==> src/rtl/icache_ctrl.sv <==
// ---------------------------------------------------------------------------
// icache_ctrl
//   Direct-mapped, read-only instruction cache between the fetch port and the
//   instruction memory. Hits return one cycle after acceptance; misses fetch a
//   whole 4-word line over a req/ack handshake and return the requested word
//   on the ack edge. Saturating hit/miss counters support perf reporting.
//
// Ports
//   clk, reset_n    clock, synchronous active-low reset
//   cpu_req/addr    fetch request and word address
//   cpu_ready/rdata one-cycle data-valid pulse and fetched instruction
//   cpu_busy        high while a line fill is outstanding
//   flush           invalidate all lines (deferred to fill end if in FILL)
//   mem_req/addr    line-fill request (held until ack), line-aligned address
//   mem_ack/rdata   one-cycle ack with the full line (word0 in the LSBs)
//   hit_cnt/miss_cnt saturating counts of accepted hits and misses
// ---------------------------------------------------------------------------
module icache_ctrl #(
  parameter int WORD_SIZE  = 16,
  parameter int INDEX_BITS = 2
) (
  input  logic                   clk,
  input  logic                   reset_n,
  input  logic                   cpu_req,
  input  logic [WORD_SIZE-1:0]   cpu_addr,
  output logic                   cpu_ready,
  output logic [WORD_SIZE-1:0]   cpu_rdata,
  output logic                   cpu_busy,
  input  logic                   flush,
  output logic                   mem_req,
  output logic [WORD_SIZE-1:0]   mem_addr,
  input  logic                   mem_ack,
  input  logic [4*WORD_SIZE-1:0] mem_rdata,
  output logic [WORD_SIZE-1:0]   hit_cnt,
  output logic [WORD_SIZE-1:0]   miss_cnt
);

  localparam int LINES = 1 << INDEX_BITS;
  localparam int TAG_W = WORD_SIZE - INDEX_BITS - 2;

  typedef enum logic [0:0] {
    ST_IDLE = 1'b0,
    ST_FILL = 1'b1
  } state_e;

  // Saturating increment: holds at all-ones instead of wrapping.
  function automatic logic [WORD_SIZE-1:0] sat_inc(input logic [WORD_SIZE-1:0] v);
    if (&v) begin
      sat_inc = v;
    end else begin
      sat_inc = v + {{(WORD_SIZE-1){1'b0}}, 1'b1};
    end
  endfunction

  // Select one word out of a packed 4-word line.
  function automatic logic [WORD_SIZE-1:0] line_word(input logic [4*WORD_SIZE-1:0] line,
                                                     input logic [1:0]             off);
    case (off)
      2'd0:    line_word = line[0*WORD_SIZE +: WORD_SIZE];
      2'd1:    line_word = line[1*WORD_SIZE +: WORD_SIZE];
      2'd2:    line_word = line[2*WORD_SIZE +: WORD_SIZE];
      2'd3:    line_word = line[3*WORD_SIZE +: WORD_SIZE];
      default: line_word = {WORD_SIZE{1'b0}};
    endcase
  endfunction

  // State and registered outputs
  state_e                 state_q, state_d;
  logic [LINES-1:0]       valid_q, valid_d;
  logic                   flush_pending_q, flush_pending_d;
  logic [WORD_SIZE-1:0]   addr_q, addr_d;
  logic                   cpu_ready_q, cpu_ready_d;
  logic [WORD_SIZE-1:0]   cpu_rdata_q, cpu_rdata_d;
  logic                   mem_req_q, mem_req_d;
  logic [WORD_SIZE-1:0]   mem_addr_q, mem_addr_d;
  logic [WORD_SIZE-1:0]   hit_cnt_q, hit_cnt_d;
  logic [WORD_SIZE-1:0]   miss_cnt_q, miss_cnt_d;

  // Arrays: deliberately not reset, validity is tracked by valid_q alone
  logic [TAG_W-1:0]       tag_q  [LINES];
  logic [WORD_SIZE-1:0]   data_q [LINES][4];

  // Address fields of the incoming request and of the latched (filling) one
  logic [1:0]             req_off_s;
  logic [INDEX_BITS-1:0]  req_idx_s;
  logic [TAG_W-1:0]       req_tag_s;
  logic [1:0]             fill_off_s;
  logic [INDEX_BITS-1:0]  fill_idx_s;
  logic [TAG_W-1:0]       fill_tag_s;
  logic                   hit_s;
  logic                   fill_done_s;

  assign req_off_s   = cpu_addr[1:0];
  assign req_idx_s   = cpu_addr[INDEX_BITS+1:2];
  assign req_tag_s   = cpu_addr[WORD_SIZE-1:INDEX_BITS+2];
  assign fill_off_s  = addr_q[1:0];
  assign fill_idx_s  = addr_q[INDEX_BITS+1:2];
  assign fill_tag_s  = addr_q[WORD_SIZE-1:INDEX_BITS+2];
  assign hit_s       = valid_q[req_idx_s] && (tag_q[req_idx_s] == req_tag_s);
  assign fill_done_s = (state_q == ST_FILL) && mem_ack;

  // Next-state and next-output computation for the IDLE/FILL controller
  always_comb begin
    state_d         = state_q;
    valid_d         = valid_q;
    flush_pending_d = flush_pending_q;
    addr_d          = addr_q;
    cpu_ready_d     = 1'b0;
    cpu_rdata_d     = cpu_rdata_q;
    mem_req_d       = mem_req_q;
    mem_addr_d      = mem_addr_q;
    hit_cnt_d       = hit_cnt_q;
    miss_cnt_d      = miss_cnt_q;

    case (state_q)
      ST_IDLE: begin
        mem_req_d = 1'b0;
        if (flush) begin
          // Flush wins over a simultaneous request; the request is dropped.
          valid_d = {LINES{1'b0}};
        end else if (cpu_req) begin
          if (hit_s) begin
            cpu_rdata_d = data_q[req_idx_s][req_off_s];
            cpu_ready_d = 1'b1;
            hit_cnt_d   = sat_inc(hit_cnt_q);
          end else begin
            addr_d      = cpu_addr;
            state_d     = ST_FILL;
            mem_req_d   = 1'b1;
            mem_addr_d  = {cpu_addr[WORD_SIZE-1:2], 2'b00};
            miss_cnt_d  = sat_inc(miss_cnt_q);
          end
        end else begin
          cpu_ready_d = 1'b0;
        end
      end

      ST_FILL: begin
        if (mem_ack) begin
          cpu_rdata_d = line_word(mem_rdata, fill_off_s);
          cpu_ready_d = 1'b1;
          mem_req_d   = 1'b0;
          state_d     = ST_IDLE;
          // A flush seen at any point during the fill also kills the new line.
          if (flush_pending_q || flush) begin
            valid_d = {LINES{1'b0}};
          end else begin
            valid_d[fill_idx_s] = 1'b1;
          end
          flush_pending_d = 1'b0;
        end else if (flush) begin
          flush_pending_d = 1'b1;
        end else begin
          flush_pending_d = flush_pending_q;
        end
      end

      default: begin
        state_d   = ST_IDLE;
        mem_req_d = 1'b0;
      end
    endcase
  end

  // Controller registers with synchronous active-low reset
  always_ff @(posedge clk) begin
    if (!reset_n) begin
      state_q         <= ST_IDLE;
      valid_q         <= {LINES{1'b0}};
      flush_pending_q <= 1'b0;
      addr_q          <= {WORD_SIZE{1'b0}};
      cpu_ready_q     <= 1'b0;
      cpu_rdata_q     <= {WORD_SIZE{1'b0}};
      mem_req_q       <= 1'b0;
      mem_addr_q      <= {WORD_SIZE{1'b0}};
      hit_cnt_q       <= {WORD_SIZE{1'b0}};
      miss_cnt_q      <= {WORD_SIZE{1'b0}};
    end else begin
      state_q         <= state_d;
      valid_q         <= valid_d;
      flush_pending_q <= flush_pending_d;
      addr_q          <= addr_d;
      cpu_ready_q     <= cpu_ready_d;
      cpu_rdata_q     <= cpu_rdata_d;
      mem_req_q       <= mem_req_d;
      mem_addr_q      <= mem_addr_d;
      hit_cnt_q       <= hit_cnt_d;
      miss_cnt_q      <= miss_cnt_d;
    end
  end

  // Tag/data array write on fill completion (reset only gates the write)
  always_ff @(posedge clk) begin
    if (reset_n && fill_done_s) begin
      tag_q[fill_idx_s]        <= fill_tag_s;
      data_q[fill_idx_s][2'd0] <= mem_rdata[0*WORD_SIZE +: WORD_SIZE];
      data_q[fill_idx_s][2'd1] <= mem_rdata[1*WORD_SIZE +: WORD_SIZE];
      data_q[fill_idx_s][2'd2] <= mem_rdata[2*WORD_SIZE +: WORD_SIZE];
      data_q[fill_idx_s][2'd3] <= mem_rdata[3*WORD_SIZE +: WORD_SIZE];
    end
  end

  assign cpu_ready = cpu_ready_q;
  assign cpu_rdata = cpu_rdata_q;
  assign cpu_busy  = (state_q == ST_FILL);
  assign mem_req   = mem_req_q;
  assign mem_addr  = mem_addr_q;
  assign hit_cnt   = hit_cnt_q;
  assign miss_cnt  = miss_cnt_q;

endmodule

==> config.mk <==
export PLATFORM = sky130hd
export DESIGN_NAME = icache_ctrl
export DESIGN_NICKNAME = d
export VERILOG_FILES = /design/src/rtl/icache_ctrl.sv
export SDC_FILE = /design/constraint.sdc
export NUM_CORES = 1
export LEC_CHECK = 0
export CORE_ASPECT_RATIO = 1.25
export CORE_UTILIZATION = 25
export CTS_CLUSTER_SIZE = 30
export DETAILED_ROUTE_END_ITERATION = 6
export DONT_BUFFER_PORTS = 1
export GPL_TIMING_DRIVEN = 0
export SYNTH_ARGS = -nofsm -noshare
export SYNTH_HDL_FRONTEND = slang
export SYNTH_SLANG_ARGS = --single-unit
==> constraint.sdc <==
create_clock -name clk -period 13.18 [get_ports clk]
set_clock_uncertainty 0.05 [all_clocks]
set_input_delay 1.977 -clock clk [delete_from_list [all_inputs] [get_ports clk]]
set_output_delay 1.977 -clock clk [all_outputs]
set_load 0.02 [all_outputs]
; Word-level counts from Yosys, hierarchy flattened
; Memories as Yosys holds them, arrays and structs flattened.
; Cells that the tools add are included.
; Widths: inputs -> output; s select.
[word_totals]
ff_bits = 86
latch_bits = 0
mem_bits_rw = 304
mem_bits_ro = 0
inputBits = 85
output_inout_bits = 67
word_cells = 82
memories = 2
[mem_list]
columns = memory, words, word_bits, rd, rd_ports_with_merged_regs, wr, line
row1 = data_q, 4, 64, 1, 0, 1, 81  ; logic [WORD_SIZE-1:0] data_q [LINES][4];
row2 = tag_q, 4, 12, 1, 0, 1, 80  ; logic [TAG_W-1:0] tag_q [LINES];
[op_classes]
addsub = 2
n_mul = 0
div = 0
order_cmp = 4
eq_ne = 9
shifts = 0
muxes = 33
bitwise_logic = 7
n_reduce_logical = 15
[op_table]
columns = op, count
row1 = $mux 16, 6
row2 = $pmux 16 s4, 1
row3 = $add 16x1->16 const B, 2
row4 = $bmux 16 s2, 1
row5 = $pmux 16 s2, 1
row6 = $reduce_and 16->1, 2
row7 = $mux 1, 15
row8 = $eq 12x12->1, 1
row9 = $mux 4, 3
row10 = $ne 2x2->1 const B, 5
row11 = $reduce_and 5->1, 2
row12 = $pmux 4 s2, 1
row13 = $reduce_and 4->1, 2
row14 = $lt 2x3->1 const B, 2
row15 = $pmux 1 s2, 3
row16 = $not 1->1, 5
row17 = $eq 2x2->1 const B, 2
row18 = $logic_and 1x1->1, 4
row19 = $or 4x4->4, 1
row20 = $reduce_and 2->1, 2
row21 = $ge 3x3->1 const B, 1
row22 = $not 2->3, 1
row23 = $bmux 1 s2, 1
row24 = $demux 1 s2, 1
row25 = 5 further kinds, 5

; Logic depth before layout (Yosys ltp)
; Gate-level depths: netlist of run 1.
[logic_depth]
depth_word = 8
depth_mapped = 11
mapped_depth_nobuf = 7

; Worst setup path before layout of run 1
; No wires, ideal clock.
[synth_timing]
path_kind = input-to-reg
startpoint = input reset_n
endpoint = memory data_q[2][0] in the netlist's numbering (enable)
setup_time_ps = 604
arrival_ps = 7497
required_ps = 12526
slack_ps = 5029
cell_stages = 3
n_path_buf = 1
path_cell_list = clkbuf_1 nand2_1 nor3_1
[synth_via]
elab_chain_cells = 3
[synth_lines]
columns = item, line
row1 = from (decl), 23  ; input logic reset_n,
row2 = $logic_and 1x1->1, 194  ; if (reset_n && fill_done_s) begin
row3 = $mux 1, 194
row4 = $mux 1 (implied by the code), 199  ; data_q[fill_idx_s][2'd3] <= mem_rdata[3*WORD_SIZE +: WORD_SIZE];
row5 = to (decl), 81
; Every way passes these cells.

; Worst setup path after layout of run 1
[layout_timing]
startpoint = input cpu_addr[3]
endpoint = register cpu_rdata_q[15], in the netlist cpu_rdata[15]
[layout_via]
elab_chain_cells = 8
word_cells_on_any_way = 15
classes_between = 2 x eq/ne / 9 x mux / 2 x reduce/logical / 2 x memory
[layout_lines]
columns = item, line
row1 = from (decl), 25  ; input logic [WORD_SIZE-1:0] cpu_addr,
row2 = $mem_v2 4x64, -
row3 = $bmux 16 s2, 123  ; cpu_rdata_d = data_q[req_idx_s][req_off_s];
row4 = $mux 16 (implied by the code) (2 in a row), 123
row5 = $mux 16, 122  ; if (hit_s) begin
row6 = $mux 16, 121  ; end else if (cpu_req) begin
row7 = $mux 16, 118  ; if (flush) begin
row8 = $pmux 16 s2, 115  ; case (state_q)
row9 = to (signal assigned), 173  ; cpu_rdata_q <= {WORD_SIZE{1'b0}};
row10 = to (signal assigned), 184  ; cpu_rdata_q <= cpu_rdata_d;
row11 = to (decl), 73  ; logic [WORD_SIZE-1:0] cpu_rdata_q, cpu_rdata_d;
; Parallel ways exist; a longest one is shown, timed or not. The select of a mux whose other input is x is not followed.
; A chain may end at the register's enable or synchronous reset.

==> impl_results.md, run 1 <==
- Status: complete, no violations
- RSZ-0062 raised after global routing: false
- Asr flop ratio synth: 0%
- Seq/Total Area, Yosys: 68.14%
- Area leader, netlist: edfxtp_1
- Post-Route WL: 43730 um
- Leakage power: 5.746 nW
- Post-CTS Repair Setup Buffers: 0
- Tmin final: 4841 ps
- Area Growth Syn to Fin: 18.15%
- Final nets: 1110
- Clock latency on the worst-skew pair: 570 ps
- TritonCTS clock tree: built
- Crit share post-route: 36.73%
- Die width: 224.8 um
- Die area: 63060 um2
- Avg Inst Size Synth: 16.47 um2
- Count of cells resized by post-cts repair: 0
- CP Cell Sequence: buf_2 -> buf_2 -> mux4_2 -> xor2_1 -> nor2_1 -> o21a_1 -> a31oi_1 -> clkbuf_1 -> or2_0 -> a21oi_1
- Vias after detailed routing: 8808
- Number of max-cap violations: 0
- IO buf count: 0
- Dpl hpwl: 31130 um
- Crit Path Max Fanout: 10
- Crit path max-delay cell type: a31oi_1
- Cell Area, Synth: 15510 um2
- Final setup margin: 8339 ps
- Initial Util: 25.41%
- Pin count of the biggest net entering global routing: 14
- Global route overflow: 0
- Crit path top cell by count: buf_2
- Power Dens Cells: 138.8 nW/um2
- Via density: 4.688
- Setup violations, final: 0
- Post-synth EDFFs: 304
- Finished Cell Area: 18330 um2
- Drt initial violations: 581
- Synth cell types: 48
- Layout cell share with drive strength beyond 1: 21.80%
- Slew headroom: 27.01%
- Synth Flop Type: edfxtp_1
- #FFs+latches synth: 376
- Area after DPL: 17010 um2
- Antenna Nets Post-Route: 0
- Clock sink count: 376
- H-Tree Depth: 2
- Cts hold-fix bufs: 0
- Crit Path Class: in2reg
- Fin util: 30.03%
- Highest clock rate: 0.2066 GHz
- Worst hold-check path type: reg2reg
- Inserted Diodes: 0
- Cell Rows: 101
- Actual slew at the worst max-slew pin: 1095 ps
- WP data required: 13540 ps
- Cells after Synth: 942
- FF-to-FF setup slack: 9580 ps
- WL/cell: 23.27 um
- Vias in the first global route: 9190
- Max Slew Vio Count: 0
- Initial antenna violation count: 0
- Critical Path AT: 5200 ps
- Critical path's largest stage delay: 680 ps
- Fin cells: 1879
- First-pass GRT wire length: 63310 um
- Peak VDD IR: 73.41 uV
- # DRC: 0
- Clk slew on worst S/H paths: 60 ps
- Total GRT Usage: 13.96%
- Crit end category: flip-flop
- Synth top area share: 58.85%
- Total Power: 2.544 mW
- Synth warnings: 0
- Placer congestion estimate: 0.8081
- Fin. Hold Viols: 0
- Placement Setup Slack: 7686 ps
- First-pass DRT Iterations: 5
- Top post-synthesis cells by area: edfxtp_1, mux4_2, dfxtp_1
- Num CTS Buffers: 41
- DIE HEIGHT: 280.5 um
- CP Launch Type: input port
- I/O pins: 152
- Root buf cell: clkbuf_16
- Placed cells: 1804
- Core box area: 61040 um2
- Maximum root-to-sink buffer count: 3
synth_stat cells, drive strengths merged (5+ instances only):
master	number
a2111oi	16
nor3b	17
nor2	14
o311ai	5
o41ai	6
buf	39
or2	16
mux2i	49
nor4	7
inv	8
mux4	89
nand4	10
or4	12
edfxtp	304
a21oi	50
dfxtp	72
nand3	16
and3	7
xor2	5
nand2	74
o21a	5
o31ai	11
xnor2	8
nand2b	12
clkbuf	38
nor3	23
worst max-delay path, delay by kind of cell:
kind,cells,cell delay (ps)
AND/OR/NAND/NOR,2,380
multiplexers,1,390
buffers and inverters,3,1310
XOR/XNOR,1,170
AO/OA/AOI/OAI,3,970
registers in the layout, summed over array words and instances (netlist names):
| signal | cells |
|---|---|
| tag_q | 48 |
| addr_q | 16 |
| hit_cnt | 16 |
| cpu_rdata | 16 |
| miss_cnt | 16 |
| data_q | 256 |
| cpu_busy | 1 |
| valid_q | 4 |
| flush_pending_q | 1 |
| cpu_ready | 1 |
| mem_req | 1 |
final timing paths:
path	from	endpoint	cells past startpoint
max	cpu_addr[3]	cpu_rdata[15]	10
min	valid_q[0]	valid_q[0]	2
max reg2reg	cpu_busy	data_q[3][27]	10
min reg2reg	valid_q[0]	valid_q[0]	2
cell type report:
cell class	count	area, um2
Clock inverter	23	215.2
Fill cell	6009	42710
Timing Repair Buffer	37	446.7
Multi-Input combinational cell	481	4547
Clock buffer	52	1099
Buffer	77	385.4
Tap cell	824	1031
Inverter	9	33.78
Sequential cell	376	10570
cell families after synthesis:
family          Yosys count  share of synthesized area, %
compound gates          106                         4.533
xor+xnor                 13                        0.7340
fa+ha+maj                 2                        0.1613
buf+inv                  86                         2.702
flops                   376                         68.14
mux                     139                         16.16
other cells               1                       0.02417
simple gates            219                         7.550
cells in the final DEF (no fill, tap or decap), drive strengths merged, types with 5 or more instances in the layout:
cell type,synthesis,final
nor2,14,14
nand3,16,16
nand2,74,74
mux2i,49,49
nand2b,12,12
a21oi,50,50
buf,39,76
nand4,10,10
clkinv,1,20
xnor2,8,8
dfxtp,72,72
nor4,7,7
o41ai,6,6
or2,16,16
inv,8,9
edfxtp,304,304
xor2,5,5
o21a,5,5
nor3b,17,17
and3,7,7
nor3,23,23
mux4,89,89
or4,12,12
o31ai,11,11
a2111oi,16,16
o311ai,5,5
clkbuf,38,90
stage by stage:
| step | setup TNS, ps | hold WS, ps |
|---|---|---|
| global placement | -138140 | 400.7 |
| global route | 0 | 423.9 |
| detailed placement | 0 | 393.0 |
| finish | 0 | 399.0 |
| CTS | 0 | 401.1 |
| floorplan | 0 | 374.8 |
routing by layer:
metal  wire [um]  part of all wire (%)  track usage [%]
met1       15930                    36            14.91
met5           0                     0                0
met3        3978                   9.1            5.676
met4         970                   2.2            4.029
met2       22850                    52            25.02
where the power goes:
part	internal [mW]	leakage, nW	switching (mW)
logic	0.0539	1.82	0.0747
registers	1.29	3.29	0.0105
clock network	0.637	0.638	0.476
No activity file was read; power rests on OpenSTA's default activity.
==> run 2, diff against run 1 <==
Clock period 13.18 ns to 4.9 ns, I/O delays scaled along.
==> results of run 2 <==
Same layout as run 1 (identical final DEF). Status: complete, no violations.
Among the figures that moved: setup slack after placement 7686 ps -> 647.8 ps; setup slack after layout 8339 ps -> 1295 ps; hold slack 399.0 ps -> 210.8 ps; start point of the critical path cpu_addr[3] -> cpu_busy; end point of the critical path cpu_rdata[15] -> data_q[3][27]; register-to-register setup slack 9580 ps -> 1300 ps; end point of the worst hold path valid_q[0] -> data_q[0][10]; total power 2.544 mW -> 6.843 mW; worst IR drop on VDD 73.41 uV -> 197.5 uV
==> run 3, diff against run 2 <==
Clock period 4.9 ns to 3.45 ns, I/O delays scaled along.
==> run 3 against run 2 <==
  * Sequential power increased by 42%
  * Utilization rose by 1.5 points
  * Count of clock-buffer cells in the layout is 1 higher
  * Die area did not move
  * Largest cell class unchanged
==> impl_results.md, run 3 (synthesis results as in run 1) <==
- DIE HEIGHT: 280.5 um (unchanged)
- Layout cell share with drive strength beyond 1: 20.66% (-1.1 points)
- Vias in the first global route: 9670 (+5.2%)
- TritonCTS clock tree: built
- Initial antenna violation count: 1 (+1)
- Fin cells: 1937 (+3.1%)
- FF-to-FF setup slack: 180 ps
- Peak VDD IR: 314.0 uV
- Number of max-cap violations: 0 (unchanged)
- Total GRT Usage: 14.54% (+0.59 points)
- Biggest register: data_q
- I/O pins: 152 (unchanged)
- Max Slew Vio Count: 0 (unchanged)
- Via density: 4.744 (+1.2%)
- Total Power: 10.18 mW
- First-pass DRT Iterations: 5 (unchanged)
- Post-Route WL: 45540 um (+4.1%)
- Status: complete, no violations
- Clock sink count: 376 (unchanged)
- Placement Setup Slack: -511.4 ps
- Dpl hpwl: 30720 um (-1.3%)
- WP data required: 3670 ps
- Initial Util: 25.41% (unchanged)
- Final nets: 1165 (+5.0%)
- Most common cell after layout, fill and taps aside: edfxtp_1
- Final setup margin: 179.9 ps
- Slew headroom: 27.17% (+0.16 points)
- Regs by FF count: data_q x256, tag_q x48
- Critical Path AT: 3490 ps
- Die area: 63060 um2 (unchanged)
- Inserted Diodes: 0 (unchanged)
- Placed cells: 1789 (-0.83%)
- Clock latency on the worst-skew pair: 580 ps (about the same)
- Crit end category: flip-flop
- Core box area: 61040 um2 (unchanged)
- Crit Path Class: reg2reg
- # DRC: 0 (unchanged)
- Vias after detailed routing: 9189 (+4.3%)
- Maximum root-to-sink buffer count: 3 (unchanged)
- Tmin final: 3270 ps
- Placer congestion estimate: 0.8130 (+0.61%)
- Drt initial violations: 732 (+26%)
- Crit Path Max Fanout: 14 (+4)
- Clk slew on worst S/H paths: 60 ps (about the same)
- First-pass GRT wire length: 66360 um (+4.8%)
- Num CTS Buffers: 43 (+4.9%)
- Worst hold-check path type: in2reg
- Fin. Hold Viols: 0 (unchanged)
- Max reg flops: 256 (unchanged)
- Pin count of the biggest net entering global routing: 17 (+3)
- WL/cell: 23.51 um (+1.0%)
- Commonest cells after routing, fill and taps aside: edfxtp_1, mux4_2, nand2_1
- Sum Neg Setup Slack: 0 ps (unchanged)
- Hold slack final: 27.24 ps
- Crit share post-route: 94.79%
- Leakage power: 6.114 nW (+6.4%)
- Global route overflow: 0 (unchanged)
- H-Tree Depth: 2 (unchanged)
- Final-layout fill cell count: 5939 (-1.2%)
- Area Growth Syn to Fin: 24.07%
- CP Launch Type: flip-flop
- Highest clock rate: 0.3058 GHz
- Die width: 224.8 um (unchanged)
- RSZ-0062 raised after global routing: false
- Power Dens Cells: 529.1 nW/um2
- IO buf count: 0 (unchanged)
- Root buf cell: clkbuf_16
- Actual slew at the worst max-slew pin: 1092 ps (-2.371 ps)
- Setup violations, final: 0 (unchanged)
- Cell Rows: 101 (unchanged)
- Antenna Nets Post-Route: 0 (unchanged)
==> run 3: cell count changes in the layout (fill, tap and decap cells not counted), moves of 4 or more <==
| cell | before | now |
|---|---|---|
| clkbuf_1 | 47 | 43 |
| nor3_2 | 4 | 0 |
| nor3_4 | 0 | 4 |
| buf_6 | 30 | 1 |
| dlygate4sd3_1 | 0 | 65 |
| buf_16 | 0 | 17 |
==> run 3: report_power, final <==
group          internal (mW)  switching, mW
registers               4.93         0.0413
clock network           2.73           1.89
logic                  0.258          0.329
==> run 3: per-layer routing <==
layer  wire [um]  track usage [%]  up-vias
met5           0                0        -
met1       17160            16.52     4724
met2       23030            25.35      355
li1            -                -     4020
met3        3628            4.535       90
met4        1719            5.529        0
==> run 3: path summary, 6_finish.rpt <==
path | cells past startpoint | startpoint | end
max | 9 | cpu_busy | data_q[1][23]
min | 2 | cpu_addr[10] | addr_q[10]
min reg2reg | 2 | valid_q[0] | valid_q[0]
max reg2reg | 9 | cpu_busy | data_q[1][23]
==> run 3: worst max-delay path, stage by stage (launching register included) <==
cell and delay [ps]:
dfxtp_1 500, clkbuf_2 370, and2_1 280, nand2_1 260
nor3_4 560, buf_16 230, buf_16 160, buf_16 170
buf_16 170, buf_16 160
==> run 3: through the flow <==
step                      cell area [um2]  util, %
after detailed placement            17140    28.07
final                               19250    31.53
after CTS                           19240    31.52
after global routing                19250    31.53
after global placement              16570    27.14
after floorplan                     15540        -
==> run 3: what timing repair did <==
item | 4_1_cts | 5_1_grt
hold buffers | 65 | 0
hold endpoints to repair | 257 | 0
pin swaps | 3 | 0
setup endpoints to repair | 76 | 2
gates resized for setup | 1 | 2
setup buffers | 3 | 0
==> run 3: layout make-up <==
cell class                 count  area (um2)  share of cell area (%)
inverter                       9       33.78                  0.1755
sequential                   376       10570                   54.93
clock inverter                27       252.7                   1.313
buffer                        77       386.6                   2.009
tap                          824        1031                   5.357
clock buffer                  53        1176                   6.111
timing repair buffer          90        1216                   6.319
multi-input combinational    481        4578                   23.79
